===== src/rtl/uart_tx_arbiter.sv =====
// Two-requester byte arbiter in front of a UART transmitter.
// Accepts one byte at a time from req0/req1 (round-robin on ties), hands it to
// the transmitter with a one-cycle START, then tracks BUSY until it falls.
// If BUSY never rises within TIMEOUT cycles, the byte is dropped and ERR pulses.
//
// Ports:
//   clk, rst               clock, asynchronous active-high reset
//   req{0,1}_valid/_data   requester byte offer (held until ready)
//   req{0,1}_ready         accept strobe, high only in the IDLE cycle that accepts
//   tx_status[0]           transmitter BUSY (other bits ignored)
//   tx_control             {6'b0, ENABLE, START}
//   tx_data                byte presented to the transmitter
//   grant_id               index of the requester last accepted
//   err                    one-cycle pulse when the BUSY wait times out
module uart_tx_arbiter #(
  parameter int unsigned TIMEOUT = 16
) (
  input  logic       clk,
  input  logic       rst,
  input  logic       req0_valid,
  input  logic [7:0] req0_data,
  output logic       req0_ready,
  input  logic       req1_valid,
  input  logic [7:0] req1_data,
  output logic       req1_ready,
  input  logic [7:0] tx_status,
  output logic [7:0] tx_control,
  output logic [7:0] tx_data,
  output logic       grant_id,
  output logic       err
);

  localparam int unsigned CNT_W = (TIMEOUT > 1) ? $clog2(TIMEOUT + 1) : 1;
  localparam logic [CNT_W-1:0] CNT_LAST = CNT_W'((TIMEOUT > 0) ? TIMEOUT - 1 : 0);
  localparam logic [CNT_W-1:0] CNT_MAX  = CNT_W'(TIMEOUT);

  typedef enum logic [1:0] {
    IDLE      = 2'd0,
    START     = 2'd1,
    WAIT_BUSY = 2'd2,
    WAIT_DONE = 2'd3
  } state_t;

  state_t           state_q, state_d;
  logic [CNT_W-1:0] cnt_q, cnt_d;
  logic             last_q, last_d;
  logic [7:0]       data_q, data_d;
  logic             grant_q, grant_d;
  logic             start_q;
  logic             enable_q;
  logic             err_q, err_d;
  logic             accept;
  logic             pick1;
  logic             busy;
  logic             unused_status;

  assign busy          = tx_status[0];
  assign unused_status = ^tx_status[7:1];

  // State and output registers
  always_ff @(posedge clk or posedge rst) begin
    if (rst) begin
      state_q  <= IDLE;
      cnt_q    <= '0;
      last_q   <= 1'b1;
      data_q   <= 8'h00;
      grant_q  <= 1'b0;
      start_q  <= 1'b0;
      enable_q <= 1'b0;
      err_q    <= 1'b0;
    end else begin
      state_q  <= state_d;
      cnt_q    <= cnt_d;
      last_q   <= last_d;
      data_q   <= data_d;
      grant_q  <= grant_d;
      start_q  <= accept;
      enable_q <= 1'b1;
      err_q    <= err_d;
    end
  end

  // Arbitration, handshake and next-state logic.
  // READY is a same-cycle response to VALID so it can only ever appear in IDLE;
  // it is gated by rst so nothing is offered while the block is held in reset.
  always_comb begin
    state_d    = state_q;
    cnt_d      = cnt_q;
    last_d     = last_q;
    data_d     = data_q;
    grant_d    = grant_q;
    err_d      = 1'b0;
    accept     = 1'b0;
    req0_ready = 1'b0;
    req1_ready = 1'b0;

    // On a tie pick the requester that was not served last
    pick1 = req1_valid & (~req0_valid | ~last_q);

    case (state_q)
      IDLE: begin
        if (!rst && !busy && (req0_valid || req1_valid)) begin
          accept     = 1'b1;
          req0_ready = ~pick1;
          req1_ready = pick1;
          data_d     = pick1 ? req1_data : req0_data;
          grant_d    = pick1;
          last_d     = pick1;
          state_d    = START;
        end
      end
      START: begin
        cnt_d   = '0;
        state_d = WAIT_BUSY;
      end
      WAIT_BUSY: begin
        if (busy) begin
          state_d = WAIT_DONE;
        end else if (cnt_q >= CNT_LAST) begin
          // Transmitter never picked the byte up: drop it
          err_d   = 1'b1;
          state_d = IDLE;
        end else if (cnt_q != CNT_MAX) begin
          cnt_d = cnt_q + CNT_W'(1);
        end
      end
      WAIT_DONE: begin
        if (!busy) begin
          state_d = IDLE;
        end
      end
      default: begin
        state_d = IDLE;
      end
    endcase
  end

  assign tx_control = {6'b000000, enable_q, start_q};
  assign tx_data    = data_q;
  assign grant_id   = grant_q;
  assign err        = err_q;

endmodule


===== config.mk =====
export PLATFORM = sky130hd
export DESIGN_NAME = uart_tx_arbiter
export DESIGN_NICKNAME = d
export VERILOG_FILES = /design/src/rtl/uart_tx_arbiter.sv
export SDC_FILE = /design/constraint.sdc
export NUM_CORES = 1
export LEC_CHECK = 0
export ABC_AREA = 0
export ABC_CLOCK_PERIOD_IN_PS = 4500
export CORE_ASPECT_RATIO = 0.7
export CORE_MARGIN = 3
export CORE_UTILIZATION = 40
export CTS_CLUSTER_DIAMETER = 60
export DETAILED_ROUTE_END_ITERATION = 12
export PLACE_DENSITY = 0.76
export SLEW_MARGIN = 25
export SYNTH_ARGS = -nofsm -noshare
export SYNTH_HDL_FRONTEND = slang
export SYNTH_SLANG_ARGS = --single-unit

===== constraint.sdc =====
create_clock -name clk -period 4.5 [get_ports clk]
set_input_delay 0.9 -clock clk [delete_from_list [all_inputs] [get_ports clk]]
set_output_delay 0.9 -clock clk [all_outputs]
set_load 0.05 [all_outputs]

==> results by group, run 1 <==
GRT
  – GRT Util Overall: 14.11%
  – First-pass GRT wire length: 3.808 mm
  – Total congestion overflow: 0
  – Vias in the first global route: 815
  – Initial antenna violation count: 0
  – Largest net degree at the start of global routing: 21

Placement
  – Buffers on Ports: 34
  – DP Wirelength: 1.747 mm
  – Placed Cells: 155
  – RePlAce Congestion: 0.7061
  – Setup slack after placement: 1.293 ns

Floorplan
  – I/O pin cnt: 48
  – Die Width: 69.17 µm
  – Row count: 15
  – Placeable core area: 2552 µm²
  – Die height: 50.22 µm
  – Starting Density: 43.77%
  – Total die area: 3474 µm²

Timing
  – Slew Viols, Final: 0
  – Final Skew: 0.007802 ns
  – RSZ-0062 raised after global routing: false
  – Total negative slack: 0 ns
  – Min setup slack post-route: 1.304 ns
  – Least-Margin Pin Slew: 0.7644 ns
  – Worst slew margin: 48.98%
  – Fmax: 312.9 MHz
  – Final period utilization: 71.03%
  – Final Hold Fails: 0
  – Final setup viols: 0
  – Final min period: 3.196 ns

Synth
  – Ranking of synthesized cells by area: dfrtp_1, mux2_2, mux2_4
  – Post-synth top area cell: dfrtp_1
  – Syn Inst Count: 91
  – Async S/R FF share, synth: 100.0%
  – Count leader, synth: dfrtp_1
  – Dominant synthesized flop cell: dfrtp_1
  – Top-area cell type share of the netlist area: 42.55%
  – Register area share after synthesis: 44.90%
  – Post-synth cell types: 32
  – Mean Syn Cell Area: 12.28 µm²
  – Post-synth EDFFs: 0
  – Flops & latches, synth: 20
  – Warnings, synthesis: 0
  – Post-synth top cells: dfrtp_1, mux2_2, buf_4
  – Post-Syn Area: 1117 µm²

CTS
  – CTS sink cnt: 20
  – CTS tree: built
  – Postcts setup bufs: 0
  – Post-CTS sizing: 0
  – Clock buffer depth: 2
  – TritonCTS Buffers: 3
  – Clock Latency Late Sink: 0.26 ns
  – Post-cts hold buffer count: 0
  – Root Driver: clkbuf_8
  – CTS clk-pin slew, worst paths: 0.08 ns
  – H-tree Lvls: 1

Power and ir drop
  – Cell internal pwr: 569.0 µW
  – Pwr dens: 634.6 nW/µm²
  – Flop pwr share: 33.2%
  – Static leakage: 0.0006771 µW
  – Combinational Power Share: 48.1%
  – Sw power: 394.9 µW
  – Sw Share: 40.97%
  – VDD IR-drop max: 0.3681 mV
  – Clock Power Share: 18.7%

Layout
  – Post-Layout Cell Count: 159
  – Nets: 157
  – Antenna diodes: 0
  – Fill cells: 218
  – Area Growth Syn to Fin: 35.95%
  – Share of cells above drive strength 1: 24.80%
  – Core Util, Final: 59.51%

Outcome
  – Status: finished, final reports clean

Route
  – DRT iter0 DRCs: 20
  – Remaining antenna violation count: 0
  – DRT met1 WL: 963 µm
  – First-pass DRT Iterations: 4
  – Residual DRC: 0
  – Top sig layer: met4
  – Via Count: 795
  – Via density: 5.000
  – Met3 WL: 251 µm
  – Final WL: 2.319 mm
  – Wire length on met2: 1.087 mm
  – Wire per inst: 14.58 µm

Flow run
  – Max-cap check violation count: 0

Critical path
  – Crit-path max cell delay: 0.53 ns
  – Max FO, Critical Path: 5
  – Crit path kind: input pin to output port
  – Critical Path AT: 2.30 ns
  – CP top delay family: buffers and inverters
  – CP startpoint kind: input pin
  – Crit-path slowest cell: clkdlybuf4s50_1
  – Critical path required time: 3.60 ns
  – Critical-path cell list: clkdlybuf4s50_1 > nor2_2 > nor4b_4 > nor2b_1 > buf_4
  – Crit end category: output port
  – CP bufs+invs: 2

Min path
  – Worst hold-check path type: flop to flop
path summary, 6_finish.rpt:
kind | depth (start not counted) | start | endpoint | slack [ns]
hold / removal | 1 | grant_id | grant_id | 0.51
setup reg to reg | 6 | cnt_q[0] | cnt_q[0] | 2.28
setup / recovery | 5 | tx_status[0] | req0_ready | 1.30
hold reg to reg | 1 | grant_id | grant_id | 0.51
max in group asynchronous | 2 | rst | cnt_q[4] | 2.84
min in group asynchronous | 2 | rst | cnt_q[3] | 1.18
state kept, by name (all words and copies together) (netlist names):
signal / count
enable_q: 1
cnt_q: 5
last_q: 1
err: 1
grant_id: 1
start_q: 1
tx_data: 8
state_q: 2
cells in the final DEF (no fill, tap or decap), drive strengths merged, types with 3 or more instances in the layout:
master and n:
and3 3, buf 4, clkbuf 3, clkdlybuf4s50 32
conb 7, dfrtp 19, ha 3, inv 5
mux2 18, nor2 4
per-layer routing:
metal  track usage [%]  vias to the layer above
li1                  -                      372
met1             15.61                      387
met2             22.63                       34
met3             8.200                        2
met4             5.195                        0
met5                 0                        -
logic make-up (layout without fill, tap and decap cells):
group                      Yosys count  after routing  share of synthesized area [%]
DFF                                 20             20                          44.91
and+or+nand+nor                     20             20                          13.77
muxes                               18             18                          20.16
buffers and inverters               16             45                          8.959
AOI/OAI and AO/OA                   12             12                          8.175
adders and majority gates            3              3                          3.360
other                                2              7                         0.6721
per-stage QoR:
stage / hold slack (ns) / power (µW) / instance area (µm²)
6_report: 0.5132 / 963.9 / 1519
4_1_cts: 0.5163 / 968.4 / 1519
3_3_place_gp: 0.4899 / 771.6 / 1448
5_1_grt: 0.5254 / 1010 / 1519
2_1_floorplan: 0.4692 / 644.7 / 1136
3_5_place_dp: 0.4920 / 785.7 / 1448
area by class of cell:
cell class	instances	area, µm²	share of cell area (%)
Tap cell	34	42.54	2.801
Multi-Input combinational cell	60	534.3	35.17
Clock inverter	1	30.03	1.977
Timing Repair Buffer	36	350.3	23.06
Sequential cell	20	501.7	33.03
Clock buffer	3	41.29	2.718
Inverter	5	18.77	1.236
worst reg2reg max path: cells and delay by family (launching register included):
kind / cells / cell delay [ns]
compound gates: 1 / 0.14
fa+ha+maj: 2 / 0.50
flops: 1 / 0.45
simple gates: 3 / 1.01
power by group through the flow:
| stage | clock network, µW | registers (µW) | logic, µW |
|---|---|---|---|
| finish | 180 | 320 | 464 |
| global route | 194 | 330 | 487 |
| CTS | 183 | 319 | 467 |
| detailed placement | 0 | 321 | 465 |
| global placement | 0 | 316 | 456 |
| floorplan | 0 | 448 | 197 |
No activity file was read; power rests on OpenSTA's default activity.
==> inputs of run 2 (changes only) <==
--- a/config.mk
+++ b/config.mk
@@ -6,7 +6,7 @@
 export NUM_CORES = 1
 export LEC_CHECK = 0
 export ABC_AREA = 0
-export ABC_CLOCK_PERIOD_IN_PS = 4500
+export ABC_CLOCK_PERIOD_IN_PS = 3230
 export CORE_ASPECT_RATIO = 0.7
 export CORE_MARGIN = 3
 export CORE_UTILIZATION = 40
==> constraint.sdc (replaced) <==
create_clock -name clk -period 3.23 [get_ports clk]
set_input_delay 0.646 -clock clk [delete_from_list [all_inputs] [get_ports clk]]
set_output_delay 0.646 -clock clk [all_outputs]
set_load 0.05 [all_outputs]
==> results by group, run 2 (synthesis gave the netlist of run 1 again) <==
Floorplan
  – Die height: 50.22 µm
  – Placeable core area: 2552 µm²
  – Die Width: 69.17 µm
  – I/O pin cnt: 48
  – Starting Density: 43.77%
  – Total die area: 3474 µm²
  – Row count: 15

Critical path
  – CP startpoint kind: input pin
  – Critical-path cell list: clkdlybuf4s50_1 > nor2_2 > nor4b_4 > nor2b_1 > buf_12
  – Crit end category: output port
  – Crit-path slowest cell: clkdlybuf4s50_1
  – Crit path kind: input pin to output port
  – Critical Path AT: 2.13 ns
  – Crit-path max cell delay: 0.53 ns
  – Critical path required time: 2.58 ns
  – CP top delay family: simple AND/OR/NAND/NOR gates
  – Max FO, Critical Path: 5
  – CP bufs+invs: 2

Route
  – Via density: 5.151
  – First-pass DRT Iterations: 4
  – DRT met1 WL: 982 µm
  – Wire per inst: 14.17 µm
  – Met3 WL: 228 µm
  – Residual DRC: 0
  – Via Count: 819
  – Remaining antenna violation count: 0
  – DRT iter0 DRCs: 77
  – Wire length on met2: 990 µm
  – Top sig layer: met4
  – Final WL: 2.253 mm

Timing
  – Slew Viols, Final: 0
  – Least-Margin Pin Slew: 0.7378 ns
  – Total negative slack: 0 ns
  – Hold WS: 0.5114 ns
  – Worst slew margin: 50.76%
  – Final setup viols: 0
  – Fmax: 360.5 MHz
  – Final Hold Fails: 0
  – Min setup slack post-route: 0.4560 ns
  – Final period utilization: 85.88%
  – Final Skew: 0.006364 ns
  – RSZ-0062 raised after global routing: false
  – Final min period: 2.774 ns

Placement
  – Buffers on Ports: 34
  – Setup slack after placement: 0.4555 ns
  – RePlAce Congestion: 0.7230
  – DP Wirelength: 1.744 mm

Layout
  – Nets: 157
  – Most frequent cells in the layout: clkdlybuf4s50_1, dfrtp_1, mux2_2
  – Share of cells above drive strength 1: 24.80%
  – Number of flip-flops in the largest register: 8
  – Most common cell after layout, fill and taps aside: clkdlybuf4s50_1
  – Fill cells: 217
  – Area Growth Syn to Fin: 38.19%
  – Antenna diodes: 0

Outcome
  – Status: finished, final reports clean

GRT
  – Initial antenna violation count: 0
  – GRT Util Overall: 13.66%
  – Largest net degree at the start of global routing: 21
  – Vias in the first global route: 832
  – First-pass GRT wire length: 3.781 mm
  – Total congestion overflow: 0

CTS
  – Post-CTS sizing: 0
  – H-tree Lvls: 1
  – Root Driver: clkbuf_8
  – TritonCTS Buffers: 3
  – CTS sink cnt: 20
  – Postcts setup bufs: 0
  – CTS clk-pin slew, worst paths: 0.08 ns
  – Post-cts hold buffer count: 0
  – Clock buffer depth: 2
  – Clock Latency Late Sink: 0.26 ns
  – CTS tree: built

Power and ir drop
  – Pwr dens: 867.1 nW/µm²
  – Static leakage: 0.0006827 µW
  – VDD IR-drop max: 0.4563 mV

Min path
  – Worst hold-check path type: flop to flop

Flow run
  – Max-cap check violation count: 0
## run 2: report_power, final
part	switching (µW)	internal [µW]	leakage (µW)	total, µW
Combinational	365	281	0.000398	645
Clock	82.9	165	0.0000357	248
Sequential	95.1	350	0.000249	445
## run 2: final cells by class
cell class	count	area, µm²	area share, %
multi-input combinational	60	534.3	34.60
sequential	20	501.7	32.50
timing repair buffer	36	375.4	24.31
tap	34	42.54	2.755
clock buffer	3	41.29	2.674
clock inverter	1	30.03	1.945
inverter	5	18.77	1.216
## run 2: path summary, 6_finish.rpt
kind | cells past startpoint | start | slack (ns) | end
min in group asynchronous | 2 | rst | 0.92 | start_q
min | 1 | tx_data[7] | 0.51 | tx_data[7]
max reg2reg | 6 | cnt_q[0] | 1.02 | cnt_q[2]
min reg2reg | 1 | tx_data[7] | 0.51 | tx_data[7]
max | 5 | tx_status[0] | 0.46 | req0_ready
max in group asynchronous | 2 | rst | 1.84 | cnt_q[4]
## run 2: layer usage
layer / GRT usage [%] / vias up
met5: 0 / -
met4: 5.519 / 0
met3: 7.200 / 9
met2: 21.04 / 41
met1: 16.06 / 394
li1: - / 375
## run 2: stage by stage
step	cells	area (µm²)	total power, µW	util, %
6_report	159	1544	1339	60.49
5_1_grt	159	1544	1409	60.49
4_1_cts	159	1544	1349	60.49
3_5_place_dp	155	1473	1094	57.70
3_3_place_gp	155	1473	1079	57.70
2_1_floorplan	96	1136	898.2	-
## run 2: worst register-to-register path, cell delays in order (launching register included)
cell	delay, ns
dfrtp_1	0.46
ha_1	0.27
and3_1	0.21
ha_1	0.24
or4b_4	0.52
nor3_1	0.27
a311oi_1	0.13
